==> src/rtl/pulse_sched.sv <==
// Multi-channel pulse delay/stretch engine: per-channel delay D, width W and retrigger policy.
// Define PULSE_SCHED_OVR_EN to build the sticky per-channel overrun flags.
module pulse_sched #(
  parameter int unsigned CH    = 4,
  parameter int unsigned DLY_W = 8,
  parameter int unsigned WID_W = 8
) (
  input  logic                  clk,
  input  logic                  rst_n,
  input  logic [CH-1:0]         d,
  input  logic [CH*DLY_W-1:0]   dly,
  input  logic [CH*WID_W-1:0]   wid,
  input  logic [CH-1:0]         retrig,
  input  logic [CH-1:0]         ovr_clr,
  output logic [CH-1:0]         q,
  output logic [CH-1:0]         busy,
  output logic [CH-1:0]         ovr
);

  localparam int unsigned CntW = (DLY_W > WID_W) ? DLY_W : WID_W;
  localparam logic [CntW-1:0] CntOne = CntW'(1);

  typedef enum logic [1:0] {
    StIdle,
    StDelay,
    StActive
  } state_e;

  for (genvar i = 0; i < CH; i++) begin : g_ch
    state_e            state;
    logic [CntW-1:0]   cnt;
    logic [WID_W-1:0]  wid_lat;
    logic              q_r;
    logic              busy_r;
    logic [DLY_W-1:0]  dly_i;
    logic [WID_W-1:0]  wid_i;
    logic              trig;
    logic              accept;

    assign dly_i = dly[i*DLY_W +: DLY_W];
    assign wid_i = wid[i*WID_W +: WID_W];

    // Zero-width triggers are invisible in every state.
    assign trig   = d[i] && (wid_i != '0);
    assign accept = trig && ((state == StIdle) || retrig[i]);

    // Only W needs holding: D is consumed into cnt at acceptance.
    always_ff @(posedge clk or negedge rst_n) begin
      if (!rst_n) begin
        state   <= StIdle;
        cnt     <= '0;
        wid_lat <= '0;
        q_r     <= 1'b0;
        busy_r  <= 1'b0;
      end else if (accept) begin
        wid_lat <= wid_i;
        busy_r  <= 1'b1;
        if (dly_i == '0) begin
          state <= StActive;
          cnt   <= CntW'(wid_i) - CntOne;
          q_r   <= 1'b1;
        end else begin
          state <= StDelay;
          cnt   <= CntW'(dly_i) - CntOne;
          q_r   <= 1'b0;
        end
      end else begin
        unique case (state)
          StDelay: begin
            if (cnt == '0) begin
              state <= StActive;
              cnt   <= CntW'(wid_lat) - CntOne;
              q_r   <= 1'b1;
            end else begin
              cnt <= cnt - CntOne;
            end
          end
          StActive: begin
            if (cnt == '0) begin
              state  <= StIdle;
              q_r    <= 1'b0;
              busy_r <= 1'b0;
            end else begin
              cnt <= cnt - CntOne;
            end
          end
          StIdle: ;
          default: begin
            state  <= StIdle;
            q_r    <= 1'b0;
            busy_r <= 1'b0;
          end
        endcase
      end
    end

    assign q[i]    = q_r;
    assign busy[i] = busy_r;

`ifdef PULSE_SCHED_OVR_EN
    logic drop;
    logic ovr_r;

    assign drop = trig && (state != StIdle) && !retrig[i];

    // Set has priority over clear.
    always_ff @(posedge clk or negedge rst_n) begin
      if (!rst_n) begin
        ovr_r <= 1'b0;
      end else if (drop) begin
        ovr_r <= 1'b1;
      end else if (ovr_clr[i]) begin
        ovr_r <= 1'b0;
      end
    end

    assign ovr[i] = ovr_r;
`else
    assign ovr[i] = 1'b0;
`endif
  end

`ifndef PULSE_SCHED_OVR_EN
  logic unused_ovr_clr;
  assign unused_ovr_clr = ^ovr_clr;
`endif

endmodule
==> config.mk <==
export PLATFORM = sky130hd
export DESIGN_NAME = pulse_sched
export DESIGN_NICKNAME = d
export VERILOG_FILES = /design/src/rtl/pulse_sched.sv
export SDC_FILE = /design/constraint.sdc
export NUM_CORES = 1
export LEC_CHECK = 0
export ABC_AREA = 0
export CAP_MARGIN = 30
export CORE_ASPECT_RATIO = 0.7
export CORE_MARGIN = 1
export CORE_UTILIZATION = 60
export CTS_CLUSTER_SIZE = 25
export DETAILED_ROUTE_END_ITERATION = 10
export GPL_ROUTABILITY_DRIVEN = 1
export PLACE_DENSITY = 0.87
export SETUP_SLACK_MARGIN = 0.02
export SYNTH_ARGS = -nofsm -noshare
export SYNTH_HDL_FRONTEND = slang
export SYNTH_SLANG_ARGS = --single-unit
==> constraint.sdc <==
create_clock -name clk -period 3.3 [get_ports clk]
set_clock_uncertainty 0.05 [all_clocks]
set_input_delay 0.495 -clock clk [delete_from_list [all_inputs] [get_ports clk]]
set_output_delay 0.495 -clock clk [all_outputs]
set_load 0.005 [all_outputs]
==> metrics.txt <==
Syn Inst Count=between 700 and 800; Worst VDD drop=approximately 0.00039 V; row count=30; global placer's final weighted congestion=roughly 0.94; XOR/XNOR Fraction of Synth Area=~5.1%; final hold slack=0.428 ns; die height=85.4 um; post-synthesis sequential area ratio=31.9%; Ports=90; Placed Cells=889; Buf/Inv on CP=1; slowest CP cell=nor4_1; Port Buf Inserts=81; DIE WIDTH=121 um; Worst Setup SP=dly[24]; EDFF count, synth=0; router iterations before antenna repair=5; Max-Cap Viols=0; Synth area leader=dfrtp_1; CP arrival=3.11 ns; largest net degree at the start of global routing=slightly below 80; Mean Syn Cell Area=8.47 um2; R2R Setup Slk=approximately 0.8 ns; reg2reg path depth=7; Residual DRC=0; design area=between 7000 and 8000 um2; Reg power frac=36.6%; Post-CTS Setup Inserts=0; Design Power=4.42 mW; Final Cycle Share=89.9%; clock latency at the later pin of the worst-skew pair=around 0.34 ns; dpl cell area=6810 um2; P_leak=2.87 nW; class of the worst hold path=reg -> reg; TritonCTS clock tree=yes; post-route ant nets=0; kind of end point of the critical path=register; Compound-Gate Fraction of Synth Area=24.0%; routed via count=about 6000; vias in the first global route=5430; share of layout cells above drive strength 1=roughly a tenth; Internal Power=2.71 mW; critical path's top delay family=simple AND/OR/NAND/NOR gates; final hold vios=0; slowest stage delay, CP=0.58 ns; Setup TNS Final=0 ns; combinational share of power=39.4%; Post-DP HPWL=12000 um; first-pass GRT wire length=roughly 27000 um; CTS Buf Count=9; final non-filler cell total=907; critical path class=in -> reg; per-cell routed wire length=17.7 um; Synth top area share=between 30% and 40%; Synth Area in Simple Gates=24.9%; # resized after CTS=0; core footprint=just under 10000 um2; Synth area leaders=dfrtp_1, nand2_1, a21oi_1; Final setup viols=0; initial antenna violation count=0; largest family of logic cells by synthesized area=simple AND/OR/NAND/NOR gates; Post-Synth Adder-Cell Area=roughly 3.4%; initial DRC count=723; Slew @ Worst Pin=0.950 ns; Syn Std Cell Area=5970 um2; Clock Path Buffers=2; final worst setup slack=around 0.33 ns; Req. time, crit path=3.45 ns; Area Overhead vs Synth=20.1%; pre-CTS WS=between 0.05 and 0.06 ns; Overall Global Routing Usage=32.3%; worst-path cell chain=clkdlybuf4s50_1 > or3_1 > nor4_1 > a21oi_1 > ha_1 > or3b_2 > or3_1 > a211oi_1 > a211oi_1 > a32oi_1; maximum fanout along the worst path=4; gr ovfl total=0; Slew Viols, Final=0; H-Tree Depth=3; Worst slew margin=36.5%; Via-to-Cell Ratio=6.58; Yosys reg bits=76; Worst Setup EP=g_ch[3].cnt[6]; RSZ-0062 raised after global routing=false; Clock Pin Slew Worst Setup and Hold Paths=0.06 ns; R2R Path Start=g_ch[1].cnt[0]; Warnings, synthesis=0; Final Util=74.0%; Reg2Reg Capture Point=g_ch[1].cnt[2]; ys flop type=dfrtp_1; Period minus WS final=2.97 ns; # nets final=about 870; Fmax=337 MHz; Root Driver=clkbuf_16; Routed Wire Length=16000 um; Num Clock Sinks=76; Crit path depth=10; Initial Util=61.6%; mux contribution to synthesized area=5.08%; Post-synth ARST share=between 90% and 100%; Sw Pwr=about 1.7 mW; Antenna diodes=0; Unique masters post-synth=78; Net Sw Frac=38.6%; Pwr Density=616 nW/um2; status=finished, final reports clean; clock share of power=about a quarter; die area=10400 um2; CP Launch Type=input port
-- worst min-delay path, stage by stage (launching register included) --
cell,delay [ns]
dfrtp_1,0.34
nand2_1,0.05
nand2_1,0.05
-- layer usage --
metal  track usage (%)  share of wire (%)  wire length [um]
met5                 0                  0                 0
met4              7.30                1.1               180
met2              50.9                 46              7410
met1              44.9                 44              7120
met3              8.13                8.2              1320
-- repair_timing --
action	4_1_cts	5_1_grt
hold buffers	0	1
hold endpoints to repair	0	4
setup endpoints to repair	0	0
-- cells in the mapped netlist, types with 5 or more instances --
| library cell | number |
|---|---|
| nand3b_1 | 5 |
| a32oi_1 | 7 |
| nor3b_1 | 9 |
| buf_4 | 14 |
| o221ai_1 | 10 |
| nor2b_1 | 7 |
| a21oi_1 | 48 |
| inv_1 | 25 |
| a31oi_1 | 10 |
| nor2_1 | 42 |
| or4_1 | 11 |
| nor4_1 | 14 |
| xor2_1 | 15 |
| o211ai_1 | 8 |
| nand2_1 | 84 |
| nand3_1 | 16 |
| ha_1 | 16 |
| mux2_2 | 18 |
| or3b_2 | 6 |
| o31ai_1 | 9 |
| o22ai_1 | 6 |
| clkbuf_1 | 15 |
| a21o_1 | 6 |
| xnor2_1 | 20 |
| a22oi_1 | 6 |
| mux2i_1 | 10 |
| o21ai_0 | 37 |
| buf_2 | 8 |
| dfrtp_1 | 76 |
| or3_1 | 21 |
| a211oi_1 | 9 |
| nand2b_1 | 9 |
| nor3_1 | 29 |
-- flip-flops by register name, summed over array words and instances (netlist names) --
register and count:
g_ch.wid_lat 32, g_ch.cnt 32, g_ch.busy_r 4, g_ch.state 8
-- worst min-delay path by stage --
stage	from	endpoint	depth (start not counted)
finish	g_ch[3].busy_r	g_ch[3].busy_r	2
floorplan	rst_n	g_ch[0].busy_r	0
global placement	g_ch[0].busy_r	g_ch[0].busy_r	2
detailed placement	g_ch[1].busy_r	g_ch[1].busy_r	2
CTS	rst_n	g_ch[3].cnt[6]	1
global route	rst_n	g_ch[3].cnt[6]	2
-- layout make-up --
class | count | area [um2]
Clock buffer | 12 | 246
Fill cell | 736 | 2520
Multi-Input combinational cell | 565 | 3740
Tap cell | 128 | 160
Clock inverter | 4 | 72.6
Timing Repair Buffer | 97 | 951
Inverter | 25 | 93.8
Sequential cell | 76 | 1900
-- cells by family (layout without fill, tap and decap cells) --
logic type	Yosys count	after routing
compound gates	205	205
xor+xnor	35	35
fa+ha+maj	16	16
buf+inv	66	138
flops	76	76
mux	28	28
other cells	1	4
simple gates	277	277
-- layout by cell type (no fill, tap or decap), types with 16 or more instances in the layout --
cell type,instances
ha_1,16
or3_1,21
a21oi_1,48
nor2_1,42
dfrtp_1,76
o21ai_0,37
nand3_1,16
nor3_1,29
nand2_1,84
mux2_2,18
xnor2_1,20
clkdlybuf4s50_1,80
inv_1,25
-- power by group through the flow --
stage	clock network, mW	logic, mW	registers (mW)
2_1_floorplan	0	1.29	1.50
3_3_place_gp	0	1.61	1.58
3_5_place_dp	0	1.69	1.61
4_1_cts	1.07	1.71	1.60
5_1_grt	1.12	1.91	1.66
6_report	1.06	1.74	1.62
(Power assumes the default switching activity.)
